`src/rtl/npc_pkg.sv`:
```
// Shared types and helpers for the fetch-stage next-PC predictor and its BTB.
// Counters are held in a fixed-width field; only the low CNT_BITS are ever non-zero.
package npc_pkg;

  localparam logic [31:0] RESET_PC_DEF = 32'h0000_3000;
  localparam int          CNT_MAX      = 8;
  localparam int          TAG_MAX      = 30;

  typedef logic [CNT_MAX-1:0] cnt_t;

  typedef struct packed {
    logic               valid;
    logic [TAG_MAX-1:0] tag;
    logic [31:0]        target;
    cnt_t               counter;
  } btb_entry_t;

  function automatic int idx_bits(input int entries);
    return $clog2(entries);
  endfunction

  function automatic int tag_bits(input int entries);
    return 30 - $clog2(entries);
  endfunction

  function automatic cnt_t cnt_weak_taken(input int bits);
    return cnt_t'(1) << (bits - 1);
  endfunction

  function automatic cnt_t cnt_weak_not_taken(input int bits);
    return (cnt_t'(1) << (bits - 1)) - cnt_t'(1);
  endfunction

  function automatic cnt_t cnt_max(input int bits);
    return (cnt_t'(1) << bits) - cnt_t'(1);
  endfunction

  function automatic cnt_t cnt_inc(input cnt_t c, input int bits);
    return (c == cnt_max(bits)) ? c : c + cnt_t'(1);
  endfunction

  function automatic cnt_t cnt_dec(input cnt_t c);
    return (c == '0) ? c : c - cnt_t'(1);
  endfunction

endpackage

```
`src/rtl/npc_btb.sv`:
```
// Direct-mapped BTB: combinational lookup on the fetch PC, registered update from EX.
// Lookups read the array before any same-cycle update lands, so updates show from the next cycle.
module npc_btb
  import npc_pkg::*;
#(
  parameter int ENTRIES  = 16,
  parameter int CNT_BITS = 2
) (
  input  logic        clk,
  input  logic        rst,
  input  logic [29:0] lk_word_i,
  output logic        lk_taken_o,
  output logic [31:0] lk_target_o,
  input  logic        upd_vld_i,
  input  logic [29:0] upd_word_i,
  input  logic        upd_taken_i,
  input  logic [31:0] upd_target_i
);

  localparam int IW = idx_bits(ENTRIES);
  localparam int TW = tag_bits(ENTRIES);

  btb_entry_t entry_q [ENTRIES];

  logic [IW-1:0] lk_idx;
  logic [IW-1:0] upd_idx;
  logic [TW-1:0] lk_tag;
  logic [TW-1:0] upd_tag;
  logic          lk_hit;
  logic          upd_hit;

  assign lk_idx  = lk_word_i[IW-1:0];
  assign lk_tag  = lk_word_i[29:IW];
  assign upd_idx = upd_word_i[IW-1:0];
  assign upd_tag = upd_word_i[29:IW];

  assign lk_hit  = entry_q[lk_idx].valid && (entry_q[lk_idx].tag == TAG_MAX'(lk_tag));
  assign upd_hit = entry_q[upd_idx].valid && (entry_q[upd_idx].tag == TAG_MAX'(upd_tag));

  assign lk_taken_o  = lk_hit && entry_q[lk_idx].counter[CNT_BITS-1];
  assign lk_target_o = entry_q[lk_idx].target;

  always_ff @(posedge clk or posedge rst) begin
    if (rst) begin
      for (int i = 0; i < ENTRIES; i++) begin
        entry_q[i] <= '{valid: 1'b0, tag: '0, target: '0,
                        counter: cnt_weak_not_taken(CNT_BITS)};
      end
    end else if (upd_vld_i) begin
      if (upd_hit) begin
        if (upd_taken_i) begin
          entry_q[upd_idx].counter <= cnt_inc(entry_q[upd_idx].counter, CNT_BITS);
          entry_q[upd_idx].target  <= upd_target_i;
        end else begin
          entry_q[upd_idx].counter <= cnt_dec(entry_q[upd_idx].counter);
        end
      end else if (upd_taken_i) begin
        // a taken miss steals the slot regardless of who held it
        entry_q[upd_idx] <= '{valid: 1'b1, tag: TAG_MAX'(upd_tag), target: upd_target_i,
                              counter: cnt_weak_taken(CNT_BITS)};
      end
    end
  end

endmodule

```
`src/rtl/npc_predict_unit.sv`:
```
// Fetch PC register with BTB-driven next-PC prediction and EX mispredict redirect.
// Next PC lands one edge later; redirect beats stall, stall holds PC, BTB updates ignore stall.
module npc_predict_unit
  import npc_pkg::*;
#(
  parameter int          BTB_ENTRIES = 16,
  parameter int          CNT_BITS    = 2,
  parameter logic [31:0] RESET_PC    = RESET_PC_DEF
) (
  input  logic        clk,
  input  logic        reset,
  input  logic        stall,
  output logic [31:0] PC,
  output logic [31:0] PC4,
  output logic        pred_taken,
  output logic [31:0] pred_target,
  input  logic        res_valid,
  input  logic [31:0] res_pc,
  input  logic        res_taken,
  input  logic [31:0] res_target,
  input  logic        res_mispredict,
  output logic        redirect,
  output logic [31:0] mispred_cnt
);

  logic [31:0] pc_q;
  logic [31:0] pc_d;
  logic [31:0] mispred_cnt_q;
  logic [31:0] mispred_cnt_d;
  logic        btb_taken;
  logic [31:0] btb_target;
  logic [31:0] res_next;

  npc_btb #(
    .ENTRIES  (BTB_ENTRIES),
    .CNT_BITS (CNT_BITS)
  ) u_btb (
    .clk          (clk),
    .rst          (reset),
    .lk_word_i    (pc_q[31:2]),
    .lk_taken_o   (btb_taken),
    .lk_target_o  (btb_target),
    .upd_vld_i    (res_valid),
    .upd_word_i   (res_pc[31:2]),
    .upd_taken_i  (res_taken),
    .upd_target_i (res_target)
  );

  assign PC          = pc_q;
  assign PC4         = pc_q + 32'd4;
  assign pred_taken  = btb_taken;
  assign pred_target = btb_taken ? btb_target : PC4;
  assign redirect    = res_valid & res_mispredict;
  assign mispred_cnt = mispred_cnt_q;

  always_comb begin
    res_next = res_taken ? res_target : res_pc + 32'd4;
    pc_d     = pc_q;
    if (redirect) begin
      pc_d = res_next;
    end else if (!stall) begin
      pc_d = pred_target;
    end
  end

  always_comb begin
    mispred_cnt_d = mispred_cnt_q;
    if (redirect && (mispred_cnt_q != 32'hFFFF_FFFF)) begin
      mispred_cnt_d = mispred_cnt_q + 32'd1;
    end
  end

  always_ff @(posedge clk or posedge reset) begin
    if (reset) begin
      pc_q          <= RESET_PC;
      mispred_cnt_q <= '0;
    end else begin
      pc_q          <= pc_d;
      mispred_cnt_q <= mispred_cnt_d;
    end
  end

endmodule

```
`config.mk`:
```
export PLATFORM = sky130hd
export DESIGN_NAME = npc_predict_unit
export DESIGN_NICKNAME = d
export VERILOG_FILES = /design/src/rtl/npc_pkg.sv /design/src/rtl/npc_btb.sv /design/src/rtl/npc_predict_unit.sv
export SDC_FILE = /design/constraint.sdc
export NUM_CORES = 2
export LEC_CHECK = 0
export CAP_MARGIN = 20
export CORE_UTILIZATION = 62
export DETAILED_ROUTE_END_ITERATION = 8
export PLACE_DENSITY = 0.89
export SETUP_SLACK_MARGIN = 0.2
export SYNTH_ARGS = -nofsm -noshare
export SYNTH_HDL_FRONTEND = slang
export SYNTH_HIERARCHICAL = 1
export SYNTH_SLANG_ARGS = --single-unit
```
`constraint.sdc`:
```
create_clock -name clk -period 46.9 [get_ports clk]
set_input_delay 14.07 -clock clk [delete_from_list [all_inputs] [get_ports clk]]
set_output_delay 14.07 -clock clk [all_outputs]
set_load 0.01 [all_outputs]
```
* Word-level counts from Yosys, hierarchy flattened
Index checks and enable logic that the tools add are counted.
Operators by class: add/sub/neg operators 5, magnitude comparators 3, equal/unequal tests 5, muxes and demuxes 25, bitwise gates (word level) 3, reductions and logical operators 8
Operators by type and width (count):
- $bwmux 1136 | 4
- $mux 1136 | 3
- $demux 71 s4 | 3
- $bmux 71 s4 | 2
- $mux 71 | 5
- $mux 32 | 4
- $add 32x3->32 const B | 2
- $eq 30x26->1 | 2
- $mux 40 | 1
- $add 32x1->32 const B | 1
- $ne 32x32->1 const B | 1
- $mux 8 | 3
- $ge 5x5->1 const B | 2
- $not 4->5 | 2
- $add 8x1->8 const B | 1
- $eq 8x2->1 const B | 1
- $logic_not 8->1 | 1
- $sub 8x1->8 const B | 1
- $logic_and 1x1->1 | 5
- $lt 5x1->1 const B | 1
- $ne 2x1->1 const B | 1
- $reduce_and 2->1 | 1
- $reduce_bool 2->1 | 1
- $and 1x1->1 | 1
Storage, ports and cells: flip-flop bits (word level) 1200, input port bits 70, output and inout bits 130, word-level logic and storage cells 115

* Depth between registers and ports, before layout
depth in word-level cells 10, gate-level depth with buffers 20

* Cells and area by module
Netlist, hierarchy kept.
Modules (own cells, without submodules):
- npc_btb | times used 1, cells an instance 3688, area each 52795.6 um2, seq. area each 26845.7 um2
- npc_predict_unit | times used 1, cells an instance 601, area each 5108.6 um2, seq. area each 1604.0 um2

* Worst setup path before layout
Ideal clock, no wire load.
kind input-to-output, from in res_valid, to out redirect, arrival 15.150 ns, required time 32.830 ns, setup slack 17.680 ns, stages 5, cell sequence nand2_1 inv_1 clkbuf_1 clkbuf_1 clkbuf_1
Between the ends: word-level cells in the longest chain between the ends 1
Ends and longest elaborated chain:
- start, declared | line npc_predict_unit.sv:17 | input logic res_valid,
- $and 1x1->1 | line npc_predict_unit.sv:53 | assign redirect = res_valid & res_mispredict;
- end, declared | line npc_predict_unit.sv:22 | output logic redirect,
No other way between the ends.

* Final worst setup path
Same ends and word-level chain as after synthesis.

==> results.sh <==
export IMPL_status="finished, violations left"
export IMPL_violations="design-rule violations"
export IMPL_syn_inst=4289
export IMPL_cts_sinks=1136
export IMPL_start_util=0.6289
export IMPL_first_pass_iters=9
export IMPL_crit_fanout=37
export IMPL_postCtsSetupBuffers=0
export IMPL_ir_drop_v=0.00003497
export IMPL_die_x_um=307.6
export IMPL_yosysMostFrequentCell="dfrtp_1"
export IMPL_grt_use_total=0.3757
export IMPL_synth_cell_type_count=82
export IMPL_cts_root_buf="clkbuf_16"
export IMPL_detail_route_antenna_nets=0
export IMPL_relSlewSlack=0.2020
export IMPL_worst_pin_slew_ns=1.193
export IMPL_areaGrowthSynthToFinish_pct=12.01
export IMPL_cts_clk_slew_worst_paths_ns=0.06
export IMPL_synth_top_cell_area_share=0.4832
export IMPL_synthesis_nets=4364
export IMPL_netlist_area_um2=57900
export IMPL_ys_top_cells_by_count="dfrtp_1, mux2_2, nand2_1"
export IMPL_hold_path_class="register to register"
export IMPL_gp_congestion=0.9356
export IMPL_viasPerCell=7.190
export IMPL_cp_start_kind="input port"
export IMPL_tritoncts="built"
export IMPL_layout_drive_gt1_share=0.3674
export IMPL_maxSlewViolCount=0
export IMPL_avgSynthCellArea_um2=13.50
export IMPL_die_area_um2=94620
export IMPL_grt_max_degree=189
export IMPL_die_y_um=307.6
export IMPL_ys_seq_area_frac=0.4913
export IMPL_yosys_area_top_type="dfrtp_1"
export IMPL_hold_violations=0
export IMPL_io_pins=200
export IMPL_clkLatencyLatePin_ns=0.72
export IMPL_cp_required_ns=32.83
export IMPL_ctsResizeCount=0
export IMPL_io_buffers=199
export IMPL_rows=111
export IMPL_utilization=0.7044
export IMPL_worstSetupPathType="input port to output pin"
export IMPL_ys_flop_type="dfrtp_1"
export IMPL_p_leak_nw=28.42
export IMPL_clock_path_buffers=3
export IMPL_finalSetupViolations=0
export IMPL_antenna_found_initial=8
export IMPL_core_area_um2=92080
export IMPL_cp_end_kind="output pin"
export IMPL_synth_seq_cells=1136
export IMPL_dp_hpwl_mm=102.8
export IMPL_synth_warnings=6
export IMPL_period_needed_ns=30.79
export IMPL_postCtsHoldBufs=0
export IMPL_finClkSkew_ns=0.03296
export IMPL_grt_ovfl_total=0
export IMPL_synth_edff_count=0
export IMPL_max_freq_mhz=32.48
export IMPL_cts_htree_levels=3
export IMPL_rsz0062_at_grt="false"
export IMPL_grt_pass1_wl_mm=265.4
export IMPL_cts_made_buffers=113
export IMPL_timing_final_crit_share=0.6565
export IMPL_route_vias_total=40950
export IMPL_initialDrtViolationCount=5864
export IMPL_routed_wirelength_mm=175.5
export IMPL_synth_async_reset_ratio=1.000
export IMPL_remaining_drc_errors=10
export IMPL_cp_arrival_ns=16.72
export IMPL_post_drt_wl_per_cell_um=30.81
export IMPL_fin_tns_setup_ns=0
export IMPL_yosys_top_cells_area="dfrtp_1, mux4_2, mux2_2, nand2_1, mux2i_1"
export IMPL_grt_pass1_vias=42610
export IMPL_maxCapViolCount=0
export IMPL_fin_nets=4431
export IMPL_p_per_area_nw_per_um2=45.19
## layout make-up
class / count / area, um2
tap: 1243 / 1555
timing repair buffer: 308 / 2913
clock inverter: 38 / 386.6
inverter: 28 / 112.6
antenna: 3 / 7.507
fill: 5582 / 27220
clock buffer: 171 / 3397
sequential: 1136 / 28460
multi-input combinational: 2769 / 28020
## registers in the layout, summed over array words and instances, names as in the netlist
register and count:
PC 32, mispred_cnt 32, u_btb/entry_q 1072
## power by group
group / switching [mW] / leakage, nW / internal [mW]
combinational: 0.330 / 12.0 / 0.382
sequential: 0.148 / 14.6 / 1.15
clock: 0.397 / 1.86 / 0.527
## metrics by stage
stage / setup WS [ns] / power [mW] / cells / hold WS (ns) / area [um2]
after floorplan: 2.679 / 1.749 / 4289 / 0.4409 / 57900
after global placement: 16.28 / 1.946 / 5479 / 0.4544 / 60960
after detailed placement: 16.31 / 1.985 / 5479 / 0.4584 / 60960
after CTS: 16.29 / 2.909 / 5688 / 0.4735 / 64750
after global routing: 16.14 / 3.018 / 5695 / 0.4936 / 64860
final: 16.11 / 2.931 / 5696 / 0.4728 / 64860
## layout by cell type, fill, tap and decap left out, drive strengths merged, types with 29 or more instances in the layout
cell type | Yosys | layout
mux2i | 122 | 122
and3 | 29 | 29
dfrtp | 1118 | 1118
xor2 | 62 | 62
nand2 | 579 | 579
nor2 | 85 | 85
a22o | 45 | 45
o21ai | 56 | 56
clkdlybuf4s50 | 0 | 195
mux2 | 864 | 864
clkbuf | 192 | 172
nand3 | 72 | 72
buf | 164 | 112
mux4 | 411 | 411
nor3 | 35 | 35
a21oi | 37 | 37
xnor2 | 80 | 80
nand4 | 41 | 41
## critical path: stages
cell and delay (ns):
clkdlybuf4s50_1 0.91, nand2_1 0.15, buf_4 0.30, inv_1 0.57, clkdlybuf4s50_1 0.66
## cells by family after synthesis
| kind of cell | count (synthesis) | share of synthesized area |
|---|---|---|
| xor gates and xnor gates | 142 | 0.02148 |
| buffers and inverters | 384 | 0.02787 |
| and+or+nand+nor | 956 | 0.07509 |
| AOI/OAI and AO/OA | 269 | 0.03418 |
| muxes | 1397 | 0.3490 |
| adders and majority gates | 5 | 0.001080 |
| DFF | 1136 | 0.4913 |
## layer usage
metal  vias to the layer above  wire [um]  track usage
met5                         -         68            0
met4                        12      12260       0.2211
met1                     20970      60970       0.4872
met2                      3159      78330       0.5512
met3                       878      23860       0.1296
li1                      15940          -            -
## final timing paths
| kind | start | endpoint | slack [ns] | depth (start not counted) |
|---|---|---|---|---|
| worst max-delay path | res_valid | redirect | 16.11 | 5 |
| worst min-delay path | u_btb/entry_q[671] | u_btb/entry_q[671] | 0.47 | 2 |
| worst max register to register | PC[3] | PC[30] | 40.87 | 12 |
| worst min register to register | u_btb/entry_q[671] | u_btb/entry_q[671] | 0.47 | 2 |
| max in group asynchronous | reset | u_btb/entry_q[278] | 29.70 | 5 |
| min in group asynchronous | reset | u_btb/entry_q[783] | 13.94 | 2 |
(Power assumes the default switching activity.)
